**config.mk**
```make
export PLATFORM = sky130hd
export DESIGN_NAME = stm_swapchain_flat
export DESIGN_NICKNAME = d
export VERILOG_FILES = /design/src/rtl/stm_swapchain_if.sv /design/src/rtl/stm_swapchain.sv /design/src/flat_wrapper.sv
export SDC_FILE = /design/constraint.sdc
export NUM_CORES = 1
export LEC_CHECK = 0
export CAP_MARGIN = 0
export CORE_MARGIN = 5
export CORE_UTILIZATION = 45
export DETAILED_ROUTE_END_ITERATION = 10
export MAX_ROUTING_LAYER = met4
export PLACE_DENSITY = 0.73
export SETUP_SLACK_MARGIN = 0.5
export SLEW_MARGIN = 20
export SYNTH_ARGS = -nofsm -noshare
export SYNTH_HDL_FRONTEND = slang
export SYNTH_SLANG_ARGS = --single-unit
```
**constraint.sdc**
```tcl
create_clock -name CLK -period 5.8 [get_ports CLK]
set_input_delay 0.58 -clock CLK [delete_from_list [all_inputs] [get_ports CLK]]
set_output_delay 0.58 -clock CLK [all_outputs]
set_load 0.01 [all_outputs]
```
**src/rtl/stm_swapchain_if.sv**
```systemverilog
//------------------------------------------------------------------------------
// stm_swapchain_if : settings/timer-side bundle for the STM segment sequencer
// Revision: 1.0
//------------------------------------------------------------------------------
`default_nettype none

interface stm_swapchain_if;
   logic             UPDATE_SETTINGS;
   logic             REQ_RD_SEGMENT;
   logic [1:0][31:0] REP;
   logic [1:0]       TRANSITION_MODE;
   logic [63:0]      TRANSITION_VALUE;
   logic [63:0]      SYS_TIME;
   logic [1:0][15:0] CYCLE;
   logic [1:0][15:0] IDX_IN;
   logic             SEGMENT;
   logic [15:0]      IDX;
   logic             STOP;

   modport master (
      output UPDATE_SETTINGS, REQ_RD_SEGMENT, REP, TRANSITION_MODE,
             TRANSITION_VALUE, SYS_TIME, CYCLE, IDX_IN,
      input  SEGMENT, IDX, STOP
   );

   modport slave (
      input  UPDATE_SETTINGS, REQ_RD_SEGMENT, REP, TRANSITION_MODE,
             TRANSITION_VALUE, SYS_TIME, CYCLE, IDX_IN,
      output SEGMENT, IDX, STOP
   );
endinterface

`default_nettype wire

```
**src/rtl/stm_swapchain.sv**
```systemverilog
//------------------------------------------------------------------------------
// stm_swapchain : selects the active STM segment, applies transition modes
//                 and freezes playback after a finite repeat count.
// Revision: 1.0
//------------------------------------------------------------------------------
`default_nettype none

module stm_swapchain (
   input wire        CLK,
   input wire        RST_N,
   stm_swapchain_if.slave bus
);
   typedef enum logic [2:0] {
      RUN_INF   = 3'd0,
      RUN_FIN   = 3'd1,
      WAIT_IDX  = 3'd2,
      WAIT_TIME = 3'd3,
      STOPPED   = 3'd4
   } state_t;

   localparam logic [1:0]  MODE_SYNC_IDX = 2'd1;
   localparam logic [1:0]  MODE_SYS_TIME = 2'd2;
   localparam logic [31:0] REP_INF       = 32'hFFFF_FFFF;

   state_t           state_q, state_d;
   logic             segment_q, segment_d;
   logic [15:0]      idx_q, idx_d;
   logic             stop_q, stop_d;
   logic             fin_q, fin_d;
   logic [31:0]      loop_cnt_q, loop_cnt_d;
   logic [31:0]      cur_rep_q, cur_rep_d;
   logic             pend_seg_q, pend_seg_d;
   logic [1:0][31:0] rep_q, rep_d;
   logic [63:0]      tvalue_q, tvalue_d;
   logic [1:0][15:0] prev_idx_q;
   logic [1:0]       wrap;
   logic             switch_now;
   logic             switch_seg;

   // A zero-length cycle wraps on every clock.
   for (genvar s = 0; s < 2; s++) begin : g_wrap
      assign wrap[s] = (bus.CYCLE[s] == 16'd0) ||
                       ((prev_idx_q[s] == bus.CYCLE[s]) && (bus.IDX_IN[s] == 16'd0));
   end

   always_comb begin
      state_d    = state_q;
      segment_d  = segment_q;
      stop_d     = stop_q;
      fin_d      = fin_q;
      loop_cnt_d = loop_cnt_q;
      cur_rep_d  = cur_rep_q;
      pend_seg_d = pend_seg_q;
      rep_d      = rep_q;
      tvalue_d   = tvalue_q;
      switch_now = 1'b0;
      switch_seg = pend_seg_q;

      if (bus.UPDATE_SETTINGS) begin
         rep_d      = bus.REP;
         tvalue_d   = bus.TRANSITION_VALUE;
         pend_seg_d = bus.REQ_RD_SEGMENT;
         switch_seg = bus.REQ_RD_SEGMENT;
         if (bus.REQ_RD_SEGMENT == segment_q)
            switch_now = 1'b1;
         else if (bus.TRANSITION_MODE == MODE_SYNC_IDX)
            state_d = WAIT_IDX;
         else if (bus.TRANSITION_MODE == MODE_SYS_TIME)
            state_d = WAIT_TIME;
         else
            switch_now = 1'b1;
      end else if ((state_q == WAIT_IDX) && wrap[pend_seg_q]) begin
         switch_now = 1'b1;
      end else if ((state_q == WAIT_TIME) && (bus.SYS_TIME >= tvalue_q)) begin
         switch_now = 1'b1;
      end else if (fin_q && !stop_q && wrap[segment_q]) begin
         // The old segment keeps counting while a transition is pending.
         loop_cnt_d = loop_cnt_q + 32'd1;
         if (loop_cnt_q == cur_rep_q) begin
            stop_d = 1'b1;
            if (state_q == RUN_FIN)
               state_d = STOPPED;
         end
      end

      if (switch_now) begin
         segment_d  = switch_seg;
         stop_d     = 1'b0;
         loop_cnt_d = 32'd0;
         cur_rep_d  = rep_d[switch_seg];
         fin_d      = (rep_d[switch_seg] != REP_INF);
         state_d    = fin_d ? RUN_FIN : RUN_INF;
      end

      idx_d = stop_d ? bus.CYCLE[segment_d] : bus.IDX_IN[segment_d];
   end

   always_ff @(posedge CLK or negedge RST_N) begin
      if (!RST_N) begin
         state_q    <= RUN_INF;
         segment_q  <= 1'b0;
         idx_q      <= 16'd0;
         stop_q     <= 1'b0;
         fin_q      <= 1'b0;
         loop_cnt_q <= 32'd0;
         cur_rep_q  <= 32'd0;
         pend_seg_q <= 1'b0;
         rep_q      <= '0;
         tvalue_q   <= 64'd0;
         prev_idx_q <= '0;
      end else begin
         state_q    <= state_d;
         segment_q  <= segment_d;
         idx_q      <= idx_d;
         stop_q     <= stop_d;
         fin_q      <= fin_d;
         loop_cnt_q <= loop_cnt_d;
         cur_rep_q  <= cur_rep_d;
         pend_seg_q <= pend_seg_d;
         rep_q      <= rep_d;
         tvalue_q   <= tvalue_d;
         prev_idx_q <= bus.IDX_IN;
      end
   end

   assign bus.SEGMENT = segment_q;
   assign bus.IDX     = idx_q;
   assign bus.STOP    = stop_q;

endmodule

`default_nettype wire
```
**src/flat_wrapper.sv**
```systemverilog
// flat-port wrapper written by rule: the top's interface ports become plain ports
module stm_swapchain_flat 
  (CLK, RST_N, bus_UPDATE_SETTINGS, bus_REQ_RD_SEGMENT, bus_REP, bus_TRANSITION_MODE, bus_TRANSITION_VALUE, bus_SYS_TIME, bus_CYCLE, bus_IDX_IN, bus_SEGMENT, bus_IDX, bus_STOP);
  stm_swapchain_if bus_i ();
  input wire CLK;
  input wire RST_N;
  input wire logic [$bits(bus_i.UPDATE_SETTINGS)-1:0] bus_UPDATE_SETTINGS;
  input wire logic [$bits(bus_i.REQ_RD_SEGMENT)-1:0] bus_REQ_RD_SEGMENT;
  input wire logic [$bits(bus_i.REP)-1:0] bus_REP;
  input wire logic [$bits(bus_i.TRANSITION_MODE)-1:0] bus_TRANSITION_MODE;
  input wire logic [$bits(bus_i.TRANSITION_VALUE)-1:0] bus_TRANSITION_VALUE;
  input wire logic [$bits(bus_i.SYS_TIME)-1:0] bus_SYS_TIME;
  input wire logic [$bits(bus_i.CYCLE)-1:0] bus_CYCLE;
  input wire logic [$bits(bus_i.IDX_IN)-1:0] bus_IDX_IN;
  output wire logic [$bits(bus_i.SEGMENT)-1:0] bus_SEGMENT;
  output wire logic [$bits(bus_i.IDX)-1:0] bus_IDX;
  output wire logic [$bits(bus_i.STOP)-1:0] bus_STOP;
  assign bus_i.UPDATE_SETTINGS = bus_UPDATE_SETTINGS;
  assign bus_i.REQ_RD_SEGMENT = bus_REQ_RD_SEGMENT;
  assign bus_i.REP = bus_REP;
  assign bus_i.TRANSITION_MODE = bus_TRANSITION_MODE;
  assign bus_i.TRANSITION_VALUE = bus_TRANSITION_VALUE;
  assign bus_i.SYS_TIME = bus_SYS_TIME;
  assign bus_i.CYCLE = bus_CYCLE;
  assign bus_i.IDX_IN = bus_IDX_IN;
  assign bus_SEGMENT = bus_i.SEGMENT;
  assign bus_IDX = bus_i.IDX;
  assign bus_STOP = bus_i.STOP;
  stm_swapchain u_core (.CLK(CLK), .RST_N(RST_N), .bus(bus_i));
endmodule
```
==> flow_summary.html, run 1 <==
<table>
<tr><th>Metric</th><th>Value</th></tr>
<tr><th colspan="2">Status</th></tr>
<tr><td>Run status</td><td>complete, no violations</td></tr>
<tr><th colspan="2">Power</th></tr>
<tr><td>Cell internal power dissipation</td><td>0.003486 W</td></tr>
<tr><td>Switch share</td><td>0.2644</td></tr>
<tr><td>Leakage power</td><td>7.050 nW</td></tr>
<tr><td>IR drop worst, VDD</td><td>0.2080 mV</td></tr>
<tr><td>Sequential fraction of design power</td><td>0.423</td></tr>
<tr><td>Net Switching</td><td>0.001253 W</td></tr>
<tr><td>Power density cells</td><td>284.3 nW/µm²</td></tr>
<tr><td>Combinational group share of total power</td><td>0.193</td></tr>
<tr><td>Clock Power Share</td><td>0.384</td></tr>
<tr><th colspan="2">Critical path</th></tr>
<tr><td>Cells on worst reg2reg path</td><td>11</td></tr>
<tr><td>Critical path class</td><td>in -&gt; reg</td></tr>
<tr><td>Most Frequent Cell on Critical Path</td><td>mux2i_1</td></tr>
<tr><td>Critical path fanouts, max</td><td>23</td></tr>
<tr><td>Nature of the critical path startpoint</td><td>primary input</td></tr>
<tr><td>Crit end category</td><td>register</td></tr>
<tr><td>Highest-delay cell along the critical path</td><td>nor4_2</td></tr>
<tr><td>Arrival time reported for the critical path endpoint</td><td>4.60 ns</td></tr>
<tr><td>Required time worst endpoint</td><td>6.19 ns</td></tr>
<tr><td>R2R Setup Slk</td><td>1.76 ns</td></tr>
<tr><td>Largest stage delay on the critical path</td><td>0.74 ns</td></tr>
<tr><td>Cell Chain, Critical Path</td><td>clkdlybuf4s50_1 &gt; inv_1 &gt; ha_1 &gt; nand2b_1 &gt; a2111oi_0 &gt; o32a_1 &gt; a211oi_2 &gt; nor4_2 &gt; o21bai_4 &gt; o22ai_4 &gt; buf_4 &gt; mux2i_1 &gt; mux2i_1</td></tr>
<tr><th colspan="2">Timing</th></tr>
<tr><td>Time the final worst path needs with I/O delays and setup</td><td>4.203 ns</td></tr>
<tr><td>Unrepaired setup endpoints after global routing</td><td>false</td></tr>
<tr><td>Final Hold Slack</td><td>0.006425 ns</td></tr>
<tr><td>Final setup fails</td><td>0</td></tr>
<tr><td>Setup ws final</td><td>1.597 ns</td></tr>
<tr><td>Count of final max-slew check failures</td><td>0</td></tr>
<tr><td>Number of hold violations in the final report</td><td>0</td></tr>
<tr><td>Setup Total Neg Slack</td><td>0 ns</td></tr>
<tr><td>Clock skew after layout</td><td>0.02427 ns</td></tr>
<tr><td>Maximum clock frequency</td><td>0.2379 GHz</td></tr>
<tr><td>Final Cycle Share</td><td>0.7246</td></tr>
<tr><td>Measured slew at the worst slew-check pin</td><td>0.9409 ns</td></tr>
<tr><td>Remaining max-slew budget at the tightest pin</td><td>0.3727</td></tr>
<tr><th colspan="2">Finish</th></tr>
<tr><td>Final-stage net count</td><td>1,795</td></tr>
<tr><td>Filler cell count in the final layout</td><td>2,293</td></tr>
<tr><td>Final Instance Area</td><td>16,670 µm²</td></tr>
<tr><td>Area growth syn-to-layout</td><td>32.47%</td></tr>
<tr><td>Share of cells above drive strength 1</td><td>0.1131</td></tr>
<tr><td>Final core area utilization</td><td>0.6017</td></tr>
<tr><th colspan="2">Floorplanning</th></tr>
<tr><td>Vertical die dimension</td><td>177.2 µm</td></tr>
<tr><td>Die area</td><td>31,410 µm²</td></tr>
<tr><td>Placeable core region</td><td>27,710 µm²</td></tr>
<tr><td>Die extent in x</td><td>177.2 µm</td></tr>
<tr><td>IO Count</td><td>280</td></tr>
<tr><td>Initial cell density of the core</td><td>0.4542</td></tr>
<tr><td>Standard-cell row count</td><td>61</td></tr>
<tr><th colspan="2">Clock network</th></tr>
<tr><td>Number of gates resized after cts</td><td>0</td></tr>
<tr><td>Inserted Clock Buffers</td><td>28</td></tr>
<tr><td>TritonCTS clock tree</td><td>done</td></tr>
<tr><td>Hold bufs inserted after CTS</td><td>0</td></tr>
<tr><td>Worst-Skew Late Latency</td><td>0.55 ns</td></tr>
<tr><td>Maximum number of buffers from clock root to sink</td><td>3</td></tr>
<tr><td>Clock H-tree levels</td><td>1</td></tr>
<tr><td>Clock tree sinks</td><td>247</td></tr>
<tr><td>Post-CTS setup buffer count</td><td>0</td></tr>
<tr><td>Buffer cell driving the clock tree root</td><td>clkbuf_16</td></tr>
<tr><td>Clock transition at the register clock pins on the worst setup and hold paths after CTS</td><td>0.06 ns</td></tr>
<tr><th colspan="2">Placement</th></tr>
<tr><td>Post-placement worst setup slack</td><td>1.110 ns</td></tr>
<tr><td>HPWL after detailed placement</td><td>25.58 mm</td></tr>
<tr><td>RePlAce Congestion</td><td>0.9030</td></tr>
<tr><td>Count of input and output buffers</td><td>279</td></tr>
<tr><td>Area of placed instances</td><td>15,710 µm²</td></tr>
<tr><th colspan="2">Synth</th></tr>
<tr><td>Dominant cells by area after synthesis</td><td>dfrtp_1, mux2_2, ha_1</td></tr>
<tr><td>Async SR Flop Fraction</td><td>1.000</td></tr>
<tr><td>Flop and latch count out of synthesis</td><td>247</td></tr>
<tr><td>Area fraction of the dominant cell type after synthesis</td><td>0.4912</td></tr>
<tr><td>Area leader, netlist</td><td>dfrtp_1</td></tr>
<tr><td>Syn Std Cell Area</td><td>12,580 µm²</td></tr>
<tr><td>Yosys warning count</td><td>0</td></tr>
<tr><td>List of most frequent post-synthesis cells</td><td>dfrtp_1, nand2_1, mux2_2, o21ai_0, inv_1</td></tr>
<tr><td>Portion of the post-synthesis area used by sequential elements</td><td>0.4912</td></tr>
<tr><td>Synth Net Count</td><td>1,527</td></tr>
<tr><td>Most used standard cell by instance count after synthesis</td><td>dfrtp_1</td></tr>
<tr><td>Number of synthesized flops with an enable pin</td><td>0</td></tr>
<tr><td>Avg Inst Size Synth</td><td>10.50 µm²</td></tr>
<tr><td>Number of instances in the synthesized netlist</td><td>1,198</td></tr>
<tr><td>Number of unique standard cell types used by synthesis</td><td>52</td></tr>
<tr><td>Most frequently used flop master after synthesis</td><td>dfrtp_1</td></tr>
<tr><th colspan="2">Drt</th></tr>
<tr><td>Number of remaining DRC errors</td><td>0</td></tr>
<tr><td>Via density per instance</td><td>5.267</td></tr>
<tr><td>WL/cell</td><td>18.41 µm</td></tr>
<tr><td>Overall via count from detail_route</td><td>9,829</td></tr>
<tr><td>Number of nets with antenna violations after detailed routing</td><td>0</td></tr>
<tr><td>Detailed Route Iter0 Violations</td><td>640</td></tr>
<tr><td>Final WL</td><td>34.35 mm</td></tr>
<tr><td>First drt pass iteration count</td><td>5</td></tr>
<tr><th colspan="2">Global routing</th></tr>
<tr><td>Total global routing overflow</td><td>0</td></tr>
<tr><td>GR Layer Usage met3</td><td>0.03803</td></tr>
<tr><td>Gr usage total</td><td>0.2197</td></tr>
<tr><td>Met1 usage</td><td>0.2968</td></tr>
<tr><td>Global route hottest layer</td><td>met2</td></tr>
<tr><td>Number of antenna violations at the first check in global routing</td><td>3</td></tr>
<tr><td>M2 GR Usage</td><td>0.3475</td></tr>
<tr><td>Pin count of the biggest net entering global routing</td><td>163</td></tr>
<tr><td>Via count of the first global-routing pass</td><td>10,050</td></tr>
<tr><td>First-pass GRT wire length</td><td>54.02 mm</td></tr>
<tr><th colspan="2">Run</th></tr>
<tr><td>Max Cap Violations</td><td>0</td></tr>
<tr><th colspan="2">Worst hold path</th></tr>
<tr><td>Type of the worst min-delay path</td><td>in -&gt; async</td></tr>
</table>
[layout make-up]
cell class / instances / area (µm²) / area share
flip-flops and latches: 247 / 6181 / 0.3708
multi-input cells: 826 / 5901 / 0.3539
repair buffers: 287 / 2872 / 0.1722
clock buffers: 36 / 770.7 / 0.04623
well taps: 378 / 473.0 / 0.02837
inverters: 76 / 285.3 / 0.01711
clock inverters: 13 / 181.4 / 0.01088
diodes: 3 / 7.507 / 0.0004503
[power by group through the flow]
stage	Sequential [W]	Clock, W	Combinational [W]
after floorplan	0.00201	0	0.000503
after global placement	0.00203	0	0.000897
after detailed placement	0.00203	0	0.000918
after CTS	0.00200	0.00186	0.000923
after global routing	0.00202	0.00192	0.00101
final	0.00200	0.00182	0.000916
[routing by layer]
| layer | wire length (µm) | part of all wire | up-vias |
|---|---|---|---|
| li1 | - | - | 4727 |
| met1 | 15090 | 0.44 | 4792 |
| met2 | 16430 | 0.48 | 260 |
| met3 | 2030 | 0.059 | 50 |
| met4 | 799 | 0.023 | 0 |
| met5 | 0 | 0 | - |
[final timing paths]
kind                                      from                    end
setup / recovery               bus_SYS_TIME[0]     u_core.bus.IDX[13]
min in group CLK           bus_UPDATE_SETTINGS    u_core.tvalue_q[58]
setup reg to reg            u_core.tvalue_q[0]     u_core.bus.IDX[13]
hold reg to reg               u_core.rep_q[21]       u_core.rep_q[21]
max in group asynchronous                RST_N  u_core.prev_idx_q[13]
hold / removal                           RST_N        u_core.rep_q[6]
[critical path, delay by kind of cell]
| family | cells | cell delay, ns |
|---|---|---|
| AND/OR/NAND/NOR | 2 | 0.88 |
| buffers and inverters | 3 | 0.83 |
| adder cells (fa/ha/maj) | 1 | 0.27 |
| multiplexers | 2 | 0.32 |
| AO/OA/AOI/OAI | 5 | 1.69 |
[layout by cell type (no fill, tap or decap), types with 28 or more instances in the layout]
master             n
mux2i_1           50
inv_1             75
clkdlybuf4s50_1  277
dfrtp_1          247
o21ai_0           87
nand4_1           38
mux2_2            97
ha_1              67
clkbuf_16         28
a21oi_1           57
nand2_1          205
xnor2_1           65
[metrics by stage]
stage | cells | power, W
2_1_floorplan | 1198 | 0.002515
3_3_place_gp | 1814 | 0.002924
3_5_place_dp | 1814 | 0.002947
4_1_cts | 1863 | 0.004783
5_1_grt | 1866 | 0.004956
6_report | 1866 | 0.004739
[kinds of logic (layout without fill, tap and decap cells)]
family | count (synthesis) | in the layout | share of synthesized area
fa+ha+maj | 67 | 67 | 0.06661
compound gates | 188 | 188 | 0.08899
other cells | 0 | 3 | 0
flops | 247 | 247 | 0.4912
mux | 148 | 148 | 0.1274
xor+xnor | 66 | 66 | 0.04593
buf+inv | 125 | 412 | 0.04156
simple gates | 357 | 357 | 0.1384
[state kept, by name (all words and copies together) (netlist names), 3 cells and up]
| register | cells |
|---|---|
| u_core.loop_cnt_q | 32 |
| u_core.bus.IDX | 16 |
| u_core.cur_rep_q | 32 |
| u_core.tvalue_q | 64 |
| u_core.prev_idx_q | 32 |
| u_core.rep_q | 64 |
| u_core.state_q | 3 |
Power figures use the tool's default switching activity.
==> inputs of run 2 (changes only) <==
Settings changed: PLACE_DENSITY 0.73 to 0.75.
Clock period 5.8 ns to 3.8 ns, I/O delays scaled along.
==> run 2 against run 1 <==
Compared with the run above:
- global-route usage grew 0.41 points
- sequential cell count is the same
- largest cell class unchanged
- cell count grew 1.6%
- combinational power grew 68%
- wire length grew 4.4%
- cell area grew 3.9%
- via count grew 3.8%
- hold slack gained 0.22 ns
==> flow_summary.html, run 2 (synthesis results as in run 1) <==
<table>
<tr><th>Metric</th><th>Value</th></tr>
<tr><th colspan="2">Power</th></tr>
<tr><td>Combinational group share of total power</td><td>0.208</td></tr>
<tr><td>Sequential fraction of design power</td><td>0.412</td></tr>
<tr><td>Clock Power Share</td><td>0.380</td></tr>
<tr><td>Leakage power</td><td>7.267 nW</td></tr>
<tr><td>Power density cells</td><td>427.7 nW/µm²</td></tr>
<tr><td>Switch share</td><td>0.2637</td></tr>
<tr><td>IR drop worst, VDD</td><td>0.4016 mV</td></tr>
<tr><td>Net Switching</td><td>0.001955 W</td></tr>
<tr><td>Cell internal power dissipation</td><td>0.005457 W</td></tr>
<tr><th colspan="2">Timing</th></tr>
<tr><td>Number of hold violations in the final report</td><td>0</td></tr>
<tr><td>Final Cycle Share</td><td>0.8475</td></tr>
<tr><td>Clock skew after layout</td><td>0.009004 ns</td></tr>
<tr><td>Time the final worst path needs with I/O delays and setup</td><td>3.221 ns</td></tr>
<tr><td>Remaining max-slew budget at the tightest pin</td><td>0.3856</td></tr>
<tr><td>Measured slew at the worst slew-check pin</td><td>0.9217 ns</td></tr>
<tr><td>Final setup fails</td><td>0</td></tr>
<tr><td>Count of final max-slew check failures</td><td>0</td></tr>
<tr><td>Maximum clock frequency</td><td>0.3105 GHz</td></tr>
<tr><td>Setup Total Neg Slack</td><td>0 ns</td></tr>
<tr><td>Unrepaired setup endpoints after global routing</td><td>true</td></tr>
<tr><th colspan="2">Worst hold path</th></tr>
<tr><td>Startpoint of the tightest hold check path</td><td>bus_UPDATE_SETTINGS</td></tr>
<tr><td>Worst hold path depth</td><td>3</td></tr>
<tr><td>Sink of the worst hold path</td><td>u_core.tvalue_q[36]</td></tr>
<tr><td>Type of the worst min-delay path</td><td>in -&gt; reg</td></tr>
<tr><th colspan="2">Finish</th></tr>
<tr><td>Largest registers</td><td>u_core.rep_q: 64 flops, u_core.tvalue_q: 64 flops</td></tr>
<tr><td>Final Instance Area</td><td>17,330 µm²</td></tr>
<tr><td>Share of cells above drive strength 1</td><td>0.1561</td></tr>
<tr><td>Most common cell after layout, fill and taps aside</td><td>clkdlybuf4s50_1</td></tr>
<tr><td>Final core area utilization</td><td>0.6255</td></tr>
<tr><td>Post-route non-filler standard cell count</td><td>1,895</td></tr>
<tr><td>Final-stage net count</td><td>1,823</td></tr>
<tr><td>Commonest cells after routing, fill and taps aside</td><td>clkdlybuf4s50_1, dfrtp_1, nand2_1</td></tr>
<tr><td>Area growth syn-to-layout</td><td>37.70%</td></tr>
<tr><th colspan="2">Floorplanning</th></tr>
<tr><td>IO Count</td><td>280</td></tr>
<tr><td>Initial cell density of the core</td><td>0.4542</td></tr>
<tr><td>Vertical die dimension</td><td>177.2 µm</td></tr>
<tr><td>Die area</td><td>31,410 µm²</td></tr>
<tr><td>Standard-cell row count</td><td>61</td></tr>
<tr><td>Placeable core region</td><td>27,710 µm²</td></tr>
<tr><td>Die extent in x</td><td>177.2 µm</td></tr>
<tr><th colspan="2">Placement</th></tr>
<tr><td>Count of input and output buffers</td><td>279</td></tr>
<tr><td>Post-placement cell count</td><td>1,826</td></tr>
<tr><td>RePlAce Congestion</td><td>0.9263</td></tr>
<tr><td>HPWL after detailed placement</td><td>26.12 mm</td></tr>
<tr><td>Area of placed instances</td><td>15,900 µm²</td></tr>
<tr><th colspan="2">Drt</th></tr>
<tr><td>Number of remaining DRC errors</td><td>0</td></tr>
<tr><td>Via density per instance</td><td>5.385</td></tr>
<tr><td>WL/cell</td><td>18.93 µm</td></tr>
<tr><td>Final WL</td><td>35.87 mm</td></tr>
<tr><td>Number of nets with antenna violations after detailed routing</td><td>0</td></tr>
<tr><td>Detailed Route Iter0 Violations</td><td>601</td></tr>
<tr><td>First drt pass iteration count</td><td>5</td></tr>
<tr><td>Overall via count from detail_route</td><td>10,204</td></tr>
<tr><th colspan="2">Global routing</th></tr>
<tr><td>Via count of the first global-routing pass</td><td>10,398</td></tr>
<tr><td>Total global routing overflow</td><td>0</td></tr>
<tr><td>Gr usage total</td><td>0.2238</td></tr>
<tr><td>Number of antenna violations at the first check in global routing</td><td>5</td></tr>
<tr><td>First-pass GRT wire length</td><td>54.63 mm</td></tr>
<tr><td>Pin count of the biggest net entering global routing</td><td>118</td></tr>
<tr><th colspan="2">Status</th></tr>
<tr><td>Run status</td><td>complete, no violations</td></tr>
<tr><th colspan="2">Clock network</th></tr>
<tr><td>Clock transition at the register clock pins on the worst setup and hold paths after CTS</td><td>0.07 ns</td></tr>
<tr><td>Buffer cell driving the clock tree root</td><td>clkbuf_16</td></tr>
<tr><td>Clock H-tree levels</td><td>1</td></tr>
<tr><td>Clock tree sinks</td><td>247</td></tr>
<tr><td>TritonCTS clock tree</td><td>done</td></tr>
<tr><td>Worst-Skew Late Latency</td><td>0.53 ns</td></tr>
<tr><td>Inserted Clock Buffers</td><td>27</td></tr>
<tr><td>Maximum number of buffers from clock root to sink</td><td>3</td></tr>
<tr><th colspan="2">Critical path</th></tr>
<tr><td>Crit end category</td><td>register</td></tr>
<tr><td>Top delay family on crit path</td><td>simple AND/OR/NAND/NOR gates</td></tr>
<tr><td>Largest stage delay on the critical path</td><td>0.51 ns</td></tr>
<tr><td>Critical path class</td><td>reg -&gt; reg</td></tr>
<tr><td>Launch instance of the worst register-to-register path</td><td>u_core.tvalue_q[62]</td></tr>
<tr><td>Count of buffering cells on the critical path with inverters included</td><td>5</td></tr>
<tr><td>R2r endpoint</td><td>u_core.loop_cnt_q[18]</td></tr>
<tr><td>Most Frequent Cell on Critical Path</td><td>buf_12</td></tr>
<tr><td>Critical path fanouts, max</td><td>7</td></tr>
<tr><td>Cells on worst reg2reg path</td><td>15</td></tr>
<tr><td>Nature of the critical path startpoint</td><td>register</td></tr>
<tr><td>R2R Setup Slk</td><td>0.58 ns</td></tr>
<tr><td>Cell Chain, Critical Path</td><td>inv_1 &gt; ha_4 &gt; nand4_1 &gt; and4bb_2 &gt; nand4_1 &gt; a31oi_1 &gt; nor4_2 &gt; buf_4 &gt; o21bai_4 &gt; buf_12 &gt; buf_12 &gt; o21ai_4 &gt; buf_12 &gt; or4_4 &gt; a21oi_2</td></tr>
<tr><td>Required time worst endpoint</td><td>4.25 ns</td></tr>
<tr><td>Highest-delay cell along the critical path</td><td>or4_4</td></tr>
<tr><td>Arrival time reported for the critical path endpoint</td><td>3.67 ns</td></tr>
<tr><th colspan="2">Run</th></tr>
<tr><td>Max Cap Violations</td><td>0</td></tr>
</table>
run 2: cell count changes in the layout (fill, tap and decap cells not counted), moves of 7 or more:
| cell | delta |
|---|---|
| inv_1 | -7 |
| or4_4 | +7 |
| a21oi_1 | -9 |
| buf_4 | +14 |
| buf_12 | +10 |
| or4_1 | -7 |
| ha_1 | -12 |
| ha_4 | +12 |
| a21oi_2 | +9 |
run 2: per-layer routing:
layer	wire length [µm]	GRT usage	vias to the layer above
met5	0	-	-
li1	-	-	4787
met2	17150	0.3592	351
met3	2306	0.04337	83
met1	15190	0.2851	4983
met4	1226	0.08059	0
run 2: cell type report:
class	instances	area, µm²
Sequential cell	247	6181
Tap cell	378	473.0
Multi-Input combinational cell	826	6152
Antenna cell	5	12.51
Inverter	76	287.8
Clock buffer	34	721.9
Timing Repair Buffer	316	3273
Fill cell	2206	10380
Clock inverter	13	227.7
run 2: power by group through the flow:
stage | clock network (W) | registers, W | logic [W]
3_3_place_gp | 0 | 0.00309 | 0.00141
5_1_grt | 0.00298 | 0.00308 | 0.00169
4_1_cts | 0.00287 | 0.00305 | 0.00147
2_1_floorplan | 0 | 0.00307 | 0.000768
3_5_place_dp | 0 | 0.00309 | 0.00145
6_report | 0.00282 | 0.00305 | 0.00154
run 2: timing repair:
action | in CTS | in global routing
resized for setup | 2 | 47
endpoints found under the hold margin | 45 | 0
pin swaps | 3 | 26
hold buffers | 1 | 0
setup endpoints to repair | 3 | 36
setup buffers | 0 | 13
cloned | 0 | 3
run 2: metrics by stage:
stage	setup slack, ns	hold slack (ns)	power (W)
floorplan	0.8830	0.08441	0.003838
global placement	0.09952	0.4765	0.004500
detailed placement	0.04438	0.4821	0.004543
CTS	0.5004	0.2160	0.007391
global route	0.3688	0.2359	0.007756
finish	0.5794	0.2268	0.007412
run 2: worst max path at each step:
stage	start	endpoint	slack, ns	cells past startpoint
2_1_floorplan	bus_SYS_TIME[0]	u_core.bus.IDX[10]	0.88	12
3_3_place_gp	bus_SYS_TIME[46]	u_core.loop_cnt_q[31]	0.1	14
3_5_place_dp	bus_SYS_TIME[61]	u_core.loop_cnt_q[26]	0.04	14
4_1_cts	u_core.tvalue_q[61]	u_core.loop_cnt_q[31]	0.50	14
5_1_grt	u_core.tvalue_q[60]	u_core.loop_cnt_q[30]	0.37	15
6_report	u_core.tvalue_q[62]	u_core.loop_cnt_q[18]	0.58	15
run 2: tightest hold or removal path: cells and delay by family:
kind / cells / cell delay, ns
AND/OR/NAND/NOR: 1 / 0.08
buffers and inverters: 1 / 0.17
AO/OA/AOI/OAI: 1 / 0.07
